$ cat config.mk
export PLATFORM = sky130hd
export DESIGN_NAME = crc_stream_check_flat
export DESIGN_NICKNAME = d
export VERILOG_FILES = /design/src/rtl/crc_stream_check_if.sv /design/src/rtl/crc_stream_check.sv /design/src/flat_wrapper.sv
export SDC_FILE = /design/constraint.sdc
export NUM_CORES = 1
export LEC_CHECK = 0
export BUFFER_PORTS_ARGS = -buffer_cell sky130_fd_sc_hd__buf_4
export CORE_UTILIZATION = 49
export CTS_CLUSTER_DIAMETER = 80
export DETAILED_ROUTE_END_ITERATION = 6
export PLACE_DENSITY = 0.71
export SYNTH_ARGS = -nofsm -noshare
export SYNTH_HDL_FRONTEND = slang
export SYNTH_SLANG_ARGS = --single-unit
$ cat constraint.sdc
create_clock -name iClk -period 9.3 [get_ports iClk]
set_clock_uncertainty 0.1 [all_clocks]
set_input_delay 0.93 -clock iClk [delete_from_list [all_inputs] [get_ports iClk]]
set_output_delay 0.93 -clock iClk [all_outputs]
set_load 0.01 [all_outputs]
$ cat src/rtl/crc_stream_check_if.sv
// rtl/crc_stream_check_if.sv - stream handshake bundle between packet buffer, CRC checker and downstream
interface crc_stream_check_if #(
  parameter int DW = 32
);
  logic            iRdSop;
  logic            iRdEop;
  logic            iRdVld;
  logic            iRdLast;
  logic [DW/8-1:0] iRdKeep;
  logic [DW-1:0]   iRdData;
  logic            oRdReady;
  logic            oRdSop;
  logic            oRdEop;
  logic            oRdVld;
  logic            oRdLast;
  logic [DW/8-1:0] oRdKeep;
  logic [DW-1:0]   oRdData;
  logic            iReady;

  modport master (
    output iRdSop, iRdEop, iRdVld, iRdLast, iRdKeep, iRdData, iReady,
    input  oRdReady, oRdSop, oRdEop, oRdVld, oRdLast, oRdKeep, oRdData
  );

  modport slave (
    input  iRdSop, iRdEop, iRdVld, iRdLast, iRdKeep, iRdData, iReady,
    output oRdReady, oRdSop, oRdEop, oRdVld, oRdLast, oRdKeep, oRdData
  );
endinterface

$ cat src/rtl/crc_stream_check.sv
// rtl/crc_stream_check.sv - parametrised packet-stream CRC checker with one-stage forwarding register
// Status for a packet is reported on a single oRdEop cycle that always trails its last output beat.
module crc_stream_check #(
  parameter int               DW        = 32,
  parameter int               CRC_W     = 16,
  parameter logic [CRC_W-1:0] POLY      = 16'h1021,
  parameter logic [CRC_W-1:0] INIT      = 16'hFFFF,
  parameter logic [CRC_W-1:0] XOROUT    = 16'h0000,
  parameter bit               STRIP_CRC = 1'b1,
  parameter int               CNT_W     = 16
) (
  input  logic              iClk,
  input  logic              iRst_n,
  crc_stream_check_if.slave rd,
  output logic              oErr,
  output logic [1:0]        oErrCode,
  output logic [CNT_W-1:0]  oPktCnt,
  output logic [CNT_W-1:0]  oErrCnt
);
  localparam int KW = DW / 8;
  localparam int SW = CNT_W + 1;

  typedef enum logic [1:0] {IDLE, DATA, WAIT_EOP} state_e;

  state_e             state_q;
  logic [CRC_W-1:0]   crc_q, crc_d;
  logic               crc_bad_q, frame_q;
  logic               out_vld_q, out_last_q;
  logic [DW-1:0]      out_data_q;
  logic [KW-1:0]      out_keep_q;
  logic               sop_q, eop_q, err_q;
  logic [1:0]         code_q;
  logic               eop_pend_q;
  logic [1:0]         pend_code_q;
  logic [CNT_W-1:0]   pkt_cnt_q, err_cnt_q;

  logic               accept, beat_data, beat_crc, load, out_vld_d;
  logic               close, frame_d, bad_d, orphan;
  logic               fire_now, fire_pend, fire;
  logic [1:0]         close_code, fire_code;
  logic [SW-1:0]      err_sum;

  function automatic logic [CRC_W-1:0] crc_byte(input logic [CRC_W-1:0] c, input logic [7:0] b);
    logic [CRC_W-1:0] r;
    r = c;
    for (int k = 7; k >= 0; k--) begin
      if (r[CRC_W-1] ^ b[k]) r = (r << 1) ^ POLY;
      else                   r = r << 1;
    end
    return r;
  endfunction

  always_comb begin
    crc_d = crc_q;
    for (int i = 0; i < KW; i++) begin
      if (rd.iRdKeep[i]) crc_d = crc_byte(crc_d, rd.iRdData[8*i +: 8]);
    end
  end

  assign accept    = rd.iRdVld && rd.oRdReady;
  assign beat_data = accept && (state_q == DATA) && !rd.iRdLast;
  assign beat_crc  = accept && (state_q == DATA) && rd.iRdLast;
  assign load      = beat_data || (beat_crc && !STRIP_CRC);
  assign out_vld_d = load || (out_vld_q && !rd.iReady);
  assign orphan    = accept && (state_q == IDLE);

  assign close   = rd.iRdEop && (state_q == DATA || state_q == WAIT_EOP);
  assign frame_d = frame_q
                || (rd.iRdSop && state_q != IDLE)
                || (rd.iRdEop && state_q == DATA)
                || (accept && state_q == WAIT_EOP);
  assign bad_d      = crc_bad_q || (beat_crc && (rd.iRdData[CRC_W-1:0] != (crc_q ^ XOROUT)));
  assign close_code = {frame_d, bad_d};

  // A close that would overtake a beat still parked in the output register waits for it to leave.
  assign fire_now  = close && !out_vld_d;
  assign fire_pend = eop_pend_q && out_vld_q && rd.iReady;
  assign fire      = fire_now || fire_pend;
  assign fire_code = fire_now ? close_code : pend_code_q;
  assign err_sum   = {1'b0, err_cnt_q} + SW'(orphan) + SW'(fire && (|fire_code));

  always_ff @(posedge iClk or negedge iRst_n) begin
    if (!iRst_n) begin
      state_q     <= IDLE;
      crc_q       <= INIT;
      crc_bad_q   <= 1'b0;
      frame_q     <= 1'b0;
      out_vld_q   <= 1'b0;
      out_last_q  <= 1'b0;
      out_data_q  <= '0;
      out_keep_q  <= '0;
      sop_q       <= 1'b0;
      eop_q       <= 1'b0;
      err_q       <= 1'b0;
      code_q      <= 2'b00;
      eop_pend_q  <= 1'b0;
      pend_code_q <= 2'b00;
      pkt_cnt_q   <= '0;
      err_cnt_q   <= '0;
    end else begin
      out_vld_q <= out_vld_d;
      if (load) begin
        out_data_q <= rd.iRdData;
        out_keep_q <= rd.iRdKeep;
        out_last_q <= beat_crc;
      end
      sop_q  <= rd.iRdSop && (state_q == IDLE);
      eop_q  <= fire;
      err_q  <= fire && (|fire_code);
      code_q <= fire ? fire_code : 2'b00;
      if (close && out_vld_d) begin
        eop_pend_q  <= 1'b1;
        pend_code_q <= close_code;
      end else if (fire_pend) begin
        eop_pend_q <= 1'b0;
      end
      if (fire && (pkt_cnt_q != {CNT_W{1'b1}})) pkt_cnt_q <= pkt_cnt_q + CNT_W'(1);
      err_cnt_q <= err_sum[CNT_W] ? {CNT_W{1'b1}} : err_sum[CNT_W-1:0];
      case (state_q)
        IDLE: begin
          if (rd.iRdSop) begin
            state_q   <= DATA;
            crc_q     <= INIT;
            crc_bad_q <= 1'b0;
            frame_q   <= 1'b0;
          end
        end
        DATA: begin
          if (beat_data) crc_q <= crc_d;
          crc_bad_q <= bad_d;
          frame_q   <= frame_d;
          if (rd.iRdEop)     state_q <= IDLE;
          else if (beat_crc) state_q <= WAIT_EOP;
        end
        WAIT_EOP: begin
          frame_q <= frame_d;
          if (rd.iRdEop) state_q <= IDLE;
        end
        default: state_q <= IDLE;
      endcase
    end
  end

  assign rd.oRdReady = !out_vld_q || rd.iReady;
  assign rd.oRdVld   = out_vld_q;
  assign rd.oRdData  = out_data_q;
  assign rd.oRdKeep  = out_keep_q;
  assign rd.oRdLast  = out_last_q;
  assign rd.oRdSop   = sop_q;
  assign rd.oRdEop   = eop_q;
  assign oErr        = err_q;
  assign oErrCode    = code_q;
  assign oPktCnt     = pkt_cnt_q;
  assign oErrCnt     = err_cnt_q;
endmodule

$ cat src/flat_wrapper.sv
// flat-port wrapper written by rule: the top's interface ports become plain ports
module crc_stream_check_flat 
#(
  parameter int               DW        = 32,
  parameter int               CRC_W     = 16,
  parameter logic [CRC_W-1:0] POLY      = 16'h1021,
  parameter logic [CRC_W-1:0] INIT      = 16'hFFFF,
  parameter logic [CRC_W-1:0] XOROUT    = 16'h0000,
  parameter bit               STRIP_CRC = 1'b1,
  parameter int               CNT_W     = 16
)
  (iClk, iRst_n, oErr, oErrCode, oPktCnt, oErrCnt, rd_iRdSop, rd_iRdEop, rd_iRdVld, rd_iRdLast, rd_iRdKeep, rd_iRdData, rd_iReady, rd_oRdReady, rd_oRdSop, rd_oRdEop, rd_oRdVld, rd_oRdLast, rd_oRdKeep, rd_oRdData);
  crc_stream_check_if #(.DW(DW)) rd_i ();
  input  logic iClk;
  input  logic iRst_n;
  output logic oErr;
  output logic [1:0] oErrCode;
  output logic [CNT_W-1:0] oPktCnt;
  output logic [CNT_W-1:0] oErrCnt;
  input wire logic [$bits(rd_i.iRdSop)-1:0] rd_iRdSop;
  input wire logic [$bits(rd_i.iRdEop)-1:0] rd_iRdEop;
  input wire logic [$bits(rd_i.iRdVld)-1:0] rd_iRdVld;
  input wire logic [$bits(rd_i.iRdLast)-1:0] rd_iRdLast;
  input wire logic [$bits(rd_i.iRdKeep)-1:0] rd_iRdKeep;
  input wire logic [$bits(rd_i.iRdData)-1:0] rd_iRdData;
  input wire logic [$bits(rd_i.iReady)-1:0] rd_iReady;
  output wire logic [$bits(rd_i.oRdReady)-1:0] rd_oRdReady;
  output wire logic [$bits(rd_i.oRdSop)-1:0] rd_oRdSop;
  output wire logic [$bits(rd_i.oRdEop)-1:0] rd_oRdEop;
  output wire logic [$bits(rd_i.oRdVld)-1:0] rd_oRdVld;
  output wire logic [$bits(rd_i.oRdLast)-1:0] rd_oRdLast;
  output wire logic [$bits(rd_i.oRdKeep)-1:0] rd_oRdKeep;
  output wire logic [$bits(rd_i.oRdData)-1:0] rd_oRdData;
  assign rd_i.iRdSop = rd_iRdSop;
  assign rd_i.iRdEop = rd_iRdEop;
  assign rd_i.iRdVld = rd_iRdVld;
  assign rd_i.iRdLast = rd_iRdLast;
  assign rd_i.iRdKeep = rd_iRdKeep;
  assign rd_i.iRdData = rd_iRdData;
  assign rd_i.iReady = rd_iReady;
  assign rd_oRdReady = rd_i.oRdReady;
  assign rd_oRdSop = rd_i.oRdSop;
  assign rd_oRdEop = rd_i.oRdEop;
  assign rd_oRdVld = rd_i.oRdVld;
  assign rd_oRdLast = rd_i.oRdLast;
  assign rd_oRdKeep = rd_i.oRdKeep;
  assign rd_oRdData = rd_i.oRdData;
  crc_stream_check #(.DW(DW), .CRC_W(CRC_W), .POLY(POLY), .INIT(INIT), .XOROUT(XOROUT), .STRIP_CRC(STRIP_CRC), .CNT_W(CNT_W)) u_core (.iClk(iClk), .iRst_n(iRst_n), .rd(rd_i), .oErr(oErr), .oErrCode(oErrCode), .oPktCnt(oPktCnt), .oErrCnt(oErrCnt));
endmodule
==> results of run 1 <==
## registers in the layout (all words and copies together), names as in the netlist
register / cells
u_core.rd.oRdData: 32
u_core.crc_q: 16
u_core.oErrCnt: 16
u_core.oPktCnt: 16
u_core.rd.oRdKeep: 4
u_core.oErrCode: 2
u_core.pend_code_q: 2
u_core.state_q: 2
u_core.crc_bad_q: 1
u_core.eop_pend_q: 1
u_core.frame_q: 1
u_core.oErr: 1
u_core.rd.oRdEop: 1
u_core.rd.oRdLast: 1
u_core.rd.oRdSop: 1
u_core.rd.oRdVld: 1
## path summary, 6_finish.rpt
| path | startpoint | end | slack (ns) | cells past startpoint |
|---|---|---|---|---|
| setup / recovery | rd_iRdData[3] | u_core.crc_q[5] | 4.81 | 13 |
| hold / removal | u_core.rd.oRdKeep[0] | u_core.rd.oRdKeep[0] | 0.39 | 2 |
| setup reg to reg | u_core.crc_q[3] | u_core.crc_q[5] | 4.95 | 12 |
| hold reg to reg | u_core.rd.oRdKeep[0] | u_core.rd.oRdKeep[0] | 0.39 | 2 |
| max in group asynchronous | iRst_n | u_core.oPktCnt[13] | 7.49 | 2 |
| min in group asynchronous | iRst_n | u_core.rd.oRdData[1] | 0.41 | 1 |
## cells in the final DEF (no fill, tap or decap), types with 5 or more instances in the layout
| cell | instances |
|---|---|
| xor2_1 | 33 |
| nor2_1 | 53 |
| buf_4 | 121 |
| or3_1 | 6 |
| nand2_1 | 55 |
| nor4_1 | 9 |
| nand2b_1 | 12 |
| dfrtp_1 | 82 |
| xnor2_1 | 76 |
| xnor2_2 | 5 |
| o22ai_1 | 5 |
| and2_1 | 6 |
| nor2b_1 | 5 |
| inv_1 | 17 |
| and3_1 | 7 |
| o21ai_0 | 24 |
| dfstp_2 | 16 |
| mux2i_1 | 26 |
| clkbuf_16 | 9 |
| mux2_2 | 32 |
| xnor3_1 | 9 |
| a21oi_1 | 31 |
| nor3_1 | 11 |
| ha_1 | 5 |
| nand3_1 | 21 |
| nand4_1 | 14 |
## area by class of cell
| cell class | instances | area [sq um] |
|---|---|---|
| multi-input cells | 544 | 4250 |
| clock buffers | 10 | 239 |
| inverters | 19 | 71.3 |
| flip-flops and latches | 98 | 2470 |
| well taps | 180 | 225 |
| clock inverters | 6 | 45.0 |
| repair buffers | 121 | 908 |
| fillers | 1162 | 5620 |
## synth_stat cells (all sizes together) (16+ instances only)
cell type  instances
xor2              37
xnor2             81
a21oi             33
nand2             55
inv               18
mux2              32
nand3             21
nor2              55
dfrtp             82
mux2i             27
o21ai             25
nand4             18
dfstp             16
## critical path: cells and delay by family
kind / cells / cell delay (ns)
XOR/XNOR: 7 / 2.28
AND/OR/NAND/NOR: 2 / 0.68
AO/OA/AOI/OAI: 2 / 0.46
multiplexers: 1 / 0.15
buffers and inverters: 1 / 0.13
## where the power goes
group	switching [uW]	internal, uW	total (uW)	leakage [uW]
clock	178	192	369	0.000144
sequential	124	592	716	0.00120
combinational	978	921	1900	0.00238
total	1280	1700	2980	0.00372
## metrics by stage
step | power, uW | hold slack [ns] | area (sq um) | setup slack, ns | utilization
2_1_floorplan | 2120 | 0.371 | 6910 | 4.72 | -
3_3_place_gp | 2560 | 0.371 | 7930 | 4.60 | 0.573
3_5_place_dp | 2610 | 0.372 | 7930 | 4.49 | 0.573
4_1_cts | 3000 | 0.389 | 8210 | 4.82 | 0.594
5_1_grt | 3200 | 0.409 | 8210 | 4.57 | 0.594
6_report | 2980 | 0.387 | 8210 | 4.81 | 0.594
## cells by family (layout without fill, tap and decap cells)
family | Yosys count | count (layout) | share of synthesized area
compound gates | 113 | 113 | 0.113
buf+inv | 46 | 156 | 0.0273
simple gates | 231 | 231 | 0.181
xor+xnor | 135 | 135 | 0.217
mux | 59 | 59 | 0.0918
fa+ha+maj | 6 | 6 | 0.0120
flops | 98 | 98 | 0.358
## metal layers
layer / global-route usage / routed length (microns) / vias up
li1: - / - / 2659
met1: 0.309 / 7400 / 2709
met2: 0.389 / 7850 / 179
met3: 0.0434 / 982 / 33
met4: 0.101 / 454 / 0
met5: 0 / 0 / -
==> summary.md, run 1 <==
| Metric | Value |
|---|---|
| Outcome | complete, no violations |
| Gate Count Post-Synth | 688 |
| Cell variety after synth | 84 |
| CP startpoint kind | primary input |
| Power Density | between 300 and 400 nW/um^2 |
| Synthesized cell area | 6910 sq um |
| Clk Latency, worst-skew pair | roughly 0.35 ns |
| Final Critical Period | roughly 4.5 ns |
| # diodes | 0 |
| Root buf cell | clkbuf_16 |
| Finished Layout Cells | 978 |
| Ys async rst share | 1.00 |
| Crit-path cells | buf_4, xnor2_1, xor2_1, nor2_2, xnor3_2, xnor2_1, a21oi_2, xor3_4, mux2i_1, or4_4, xor2_2, xnor2_1, a221oi_2 |
| DP Wirelength | 12.5 mm |
| RSZ-0062 raised after global routing | no |
| Post-route antenna net violation count | 0 |
| Crit Path Max Fanout | 15 |
| Critical Path AT | 4.66 ns |
| Share of cells above drive strength 1 | 0.282 |
| Fin Setup TNS | 0 ns |
| Vias per cell | about 5.7 |
| DP Cell Count | ~960 |
| VDD IR max | 180 uV |
| Core area | 13800 sq um |
| HP Class | reg2reg |
| Initial antenna violation count | 0 |
| Pin count of the biggest net entering global routing | 68 |
| GP Congestion | between 0.9 and 1 |
| Slowest cell delay on critical path | around 0.6 ns |
| Starting density of the core | 0.500 |
| Post-synth top area cell | dfrtp_1 |
| Relative slew slack | 0.434 |
| Hold buffer count at CTS | 0 |
| Nets | 842 |
| Setup Buffers After CTS | 0 |
| Fin crit share | 0.482 |
| Die width | 121 microns |
| Syn Area/Cell | 10.0 sq um |
| Wire per inst | 17.1 microns |
| Routed wire length | approximately 17 mm |
| Fmax | approximately 0.22 GHz |
| Die height | 121 microns |
| Gates resized, CTS repair | 0 |
| Dominant cells by area after synthesis | dfrtp_1, xnor2_1, dfstp_2 |
| Grt ovf | 0 |
| PortBufs | 118 |
| Via count | about 5.6k |
| Ys Warns | 0 |
| Clock Sinks | 98 |
| Max H-tree Level | 3 |
| Total I/O pin count | 119 |
| Worst Max-Slew Pin Slew | 0.848 ns |
| Type of destination of the critical path | register |
| Clock buffer depth | 2 |
| Hold Fails Final Rpt | 0 |
| Synth top area share | 0.297 |
| CP required | 9.47 ns |
| Lkg Pwr | 0.00372 uW |
| Post-synth EDFFs | 0 |
| Max cap viols | 0 |
| Final setup viols | 0 |
| DR iter-0 viols | 381 |
| All-Layer GR Usage | 0.238 |
| Pre-antenna DRT Iters | 5 |
| Clk slew on worst S/H paths | approximately 0.07 ns |
| First-pass GRT wire length | 27.1 mm |
| CP max stage cell | or4_4 |
| Fin. max-slew vios | 0 |
| Kind of critical path | in2reg |
| Seq/Total Area, Yosys | 0.358 |
| DRC Markers | 0 |
| CTS tree | built |
| Crit-path most repeated cell | xnor2_1 |
| Area growth syn-to-layout | 18.8% |
| Main synth FF type | dfrtp_1 |
| Row count | 43 |
| Post-synthesis net count | 737 |
| DIE AREA | 14600 sq um |
| Synth Register Bits | 98 |
| CTS Buf Count | 9 |
| Vias in the first global route | ~5.5k |
Power figures use the tool's default switching activity.
==> inputs of run 2 (changes only) <==
--- a/config.mk
+++ b/config.mk
@@ -5,11 +5,12 @@
 export SDC_FILE = /design/constraint.sdc
 export NUM_CORES = 1
 export LEC_CHECK = 0
+export ABC_AREA = 1
 export BUFFER_PORTS_ARGS = -buffer_cell sky130_fd_sc_hd__buf_4
 export CORE_UTILIZATION = 49
 export CTS_CLUSTER_DIAMETER = 80
 export DETAILED_ROUTE_END_ITERATION = 6
-export PLACE_DENSITY = 0.71
+export PLACE_DENSITY = 0.74
 export SYNTH_ARGS = -nofsm -noshare
 export SYNTH_HDL_FRONTEND = slang
 export SYNTH_SLANG_ARGS = --single-unit
==> constraint.sdc (replaced) <==
create_clock -name iClk -period 3.7 [get_ports iClk]
set_clock_uncertainty 0.1 [all_clocks]
set_input_delay 0.37 -clock iClk [delete_from_list [all_inputs] [get_ports iClk]]
set_output_delay 0.37 -clock iClk [all_outputs]
set_load 0.01 [all_outputs]
==> run 2 against run 1 <==
Compared with the run above: combinational power grew 100%; sequential share of layout area shrank 0.14 points; hold slack lost 0.38 ns; sequential power grew to 2.7 times the previous value; non-clock buffer count grew 5; clock power grew to 2.5 times the previous value; area after synthesis shrank 0.27%; flip-flop and latch count is the same; final cell count grew 31%; via count grew 23%; global-route usage grew 3.4 points; critical path type is now reg2reg; critical endpoint is now u_core.oErrCnt[1]; largest cell class unchanged; largest power group unchanged.
==> summary.md, run 2 <==
| Metric | Value |
|---|---|
| Critical Path AT | 3.59 ns |
| Main synth FF type | dfrtp_1 |
| Most common cell after layout, fill and taps aside | nand2_1 |
| Via count | 6851 |
| Max H-tree Level | 3 |
| CP max stage cell | dfstp_2 |
| Hold buffer count at CTS | 0 |
| Worst R2R Start | u_core.crc_q[10] |
| First-pass GRT wire length | 30.6 mm |
| Kind of critical path | reg2reg |
| DP Cell Count | 1268 |
| Fin. max-slew vios | 0 |
| Post-synth EDFFs | 0 |
| Stages on the worst setup path | 20 |
| Crit-path cells | nor2_1, nor3_1, o2111ai_1, nor4_1, a21o_1, nand3_1, o211ai_1, inv_1, nor2_1, fa_1, inv_1, ha_1, nand3_1, nor2_2, nand4_1, inv_2, nand2_1, nor3_1, buf_4, or2_2 |
| Routed wire length | between 15 and 20 mm |
| Multi-input gate area | 3810 sq um |
| CP delay by family, top | simple AND/OR/NAND/NOR gates |
| VDD IR max | 413 uV |
| CP startpoint kind | register |
| CTS tree | built |
| Type of destination of the critical path | register |
| CP Buf/Inv Count | 4 |
| All-Layer GR Usage | 0.272 |
| Wire per inst | 14.9 microns |
| Ys async rst share | 1.00 |
| Pre-antenna DRT Iters | 5 |
| Final setup viols | 0 |
| DIE AREA | 14500 sq um |
| Synth Register Bits | 98 |
| Hold Fails Final Rpt | 0 |
| Clock Sinks | 98 |
| Crit Path Max Fanout | 6 |
| Slowest cell delay on critical path | 0.59 ns |
| Syn Area/Cell | 6.95 sq um |
| Synth top area share | 0.298 |
| DR iter-0 viols | 518 |
| Nets | 1152 |
| Most common cell in the netlist | nand2_1 |
| Vias per cell | 5.34 |
| Register area | between 2000 and 2500 sq um |
| Vias in the first global route | about 6.3k |
| Reg-to-Reg End | u_core.oErrCnt[1] |
| Commonest non-fill, non-tap cells in the layout | nand2_1, nand3_1, buf_4 |
| Max cap viols | 0 |
| GP Congestion | a little over 0.9 |
| # fillers | 1288 |
| Clk Latency, worst-skew pair | 0.35 ns |
| Pre-CTS setup slack | 0.203 ns |
| Post-synth top cells | nand2_1, nand3_1, inv_1, dfrtp_1, o21ai_0 |
| Ys Warns | 0 |
| CTS Buf Count | 9 |
| Post-synthesis net count | between 1k and 1.5k |
| Post-route antenna net violation count | 0 |
| Share of cells above drive strength 1 | 0.228 |
| PortBufs | 118 |
| Finished Layout Cells | 1284 |
| HP Class | in2async |
| Area growth syn-to-layout | 19.7% |
| Outcome | complete, no violations |
| Initial antenna violation count | 0 |
| Grt ovf | 0 |
| Pin count of the biggest net entering global routing | 75 |
| Die height | 121 microns |
| Total I/O pin count | 119 |
| Seq/Total Area, Yosys | 0.359 |
| CP required | 3.84 ns |
| Fin crit share | 0.931 |
| Die width | 121 microns |
| Clk slew on worst S/H paths | 0.07 ns |
| Relative slew slack | 0.435 |
| Cell variety after synth | 46 |
| Clock buffer depth | 2 |
| Synthesized cell area | 6890 sq um |
| DP Wirelength | ~15 mm |
| Max reg flops | 32 |
| Power Density | 811 nW/um^2 |
| DRC Markers | 0 |
| Fmax | between 0.2 and 0.3 GHz |
| R2R Setup Slk | 0.25 ns |
| Row count | 42 |
| Setup ws final | ~0.25 ns |
| Gate Count Post-Synth | 992 |
| Lkg Pwr | 0.00456 uW |
| Post-synth top area cell | dfrtp_1 |
| Hold_ws | 0.00585 ns |
| Reg2Reg Depth | 20 |
| Final Critical Period | 3.45 ns |
| Core area | 13500 sq um |
| Worst Max-Slew Pin Slew | 0.847 ns |
| # diodes | 0 |
| Starting density of the core | 0.512 |
| Root buf cell | clkbuf_16 |
| Dominant cells by area after synthesis | dfrtp_1, nand2_1, nand3_1 |
[run 2: changes by cell type after synthesis, moves of 16 or more]
cell,previous run,this run
o21ai_0,24,60
mux2i_1,26,0
nand3_1,21,146
nand3_2,0,20
inv_1,17,125
xnor2_1,76,17
nor2_1,53,37
mux2_2,32,1
nand2_1,55,283
nand2_2,0,41
[run 2: worst register-to-register path: cells and delay by family, from the launching register on]
family | cells | cell delay (ns)
flops | 1 | 0.59
simple gates | 11 | 1.49
fa+ha+maj | 2 | 0.40
buf+inv | 4 | 0.34
compound gates | 3 | 0.43
[run 2: metal layers]
| layer | track usage | up-vias | wire [microns] |
|---|---|---|---|
| met4 | 0.126 | 0 | 818 |
| met5 | 0 | - | 0 |
| met1 | 0.343 | 3099 | 8190 |
| met3 | 0.0594 | 56 | 1280 |
| met2 | 0.444 | 260 | 8800 |
| li1 | - | 3436 | - |
[run 2: kinds of logic after synthesis]
group / count (synthesis) / share of synthesized area
AND/OR/NAND/NOR: 567 / 0.390
AO/OA/AOI/OAI: 116 / 0.0940
adder cells (fa/ha/maj): 6 / 0.0120
buffers and inverters: 162 / 0.0904
multiplexers: 1 / 0.00163
flip-flops: 98 / 0.359
XOR/XNOR: 42 / 0.0534
[run 2: layout make-up]
class                           count  area share
Inverter                          136      0.0619
Timing Repair Buffer              126       0.115
Sequential cell                    98       0.300
Tap cell                          176      0.0267
Clock buffer                       10      0.0290
Multi-Input combinational cell    732       0.461
Clock inverter                      6     0.00667
[run 2: metrics by stage]
step | cell area [sq um] | power (uW) | utilization | TNS [ns]
5_1_grt | 8250 | 7270 | 0.613 | -0.0455
3_5_place_dp | 7950 | 5720 | 0.591 | 0
6_report | 8250 | 6690 | 0.613 | 0
4_1_cts | 8240 | 6690 | 0.612 | 0
2_1_floorplan | 6890 | 4490 | - | 0
3_3_place_gp | 7950 | 5660 | 0.591 | 0
[run 2: worst max path at each step]
| stage | startpoint | end |
|---|---|---|
| 6_report | u_core.crc_q[10] | u_core.oErrCnt[1] |
| 5_1_grt | u_core.state_q[0] | u_core.oErrCnt[7] |
| 4_1_cts | u_core.state_q[1] | u_core.oErrCnt[7] |
| 3_5_place_dp | rd_iReady | u_core.oErrCnt[10] |
| 3_3_place_gp | rd_iReady | u_core.oErrCnt[7] |
| 2_1_floorplan | u_core.state_q[1] | u_core.oErrCnt[1] |
[run 2: what timing repair did]
item / in CTS / in global routing
resized for setup: 0 / 5
buffers inserted: 0 / 0
setup endpoints to repair: 0 / 7
[run 2: where the power goes]
part / switching (uW) / internal (uW)
sequential: 355 / 1550
clock: 450 / 489
combinational: 2370 / 1470
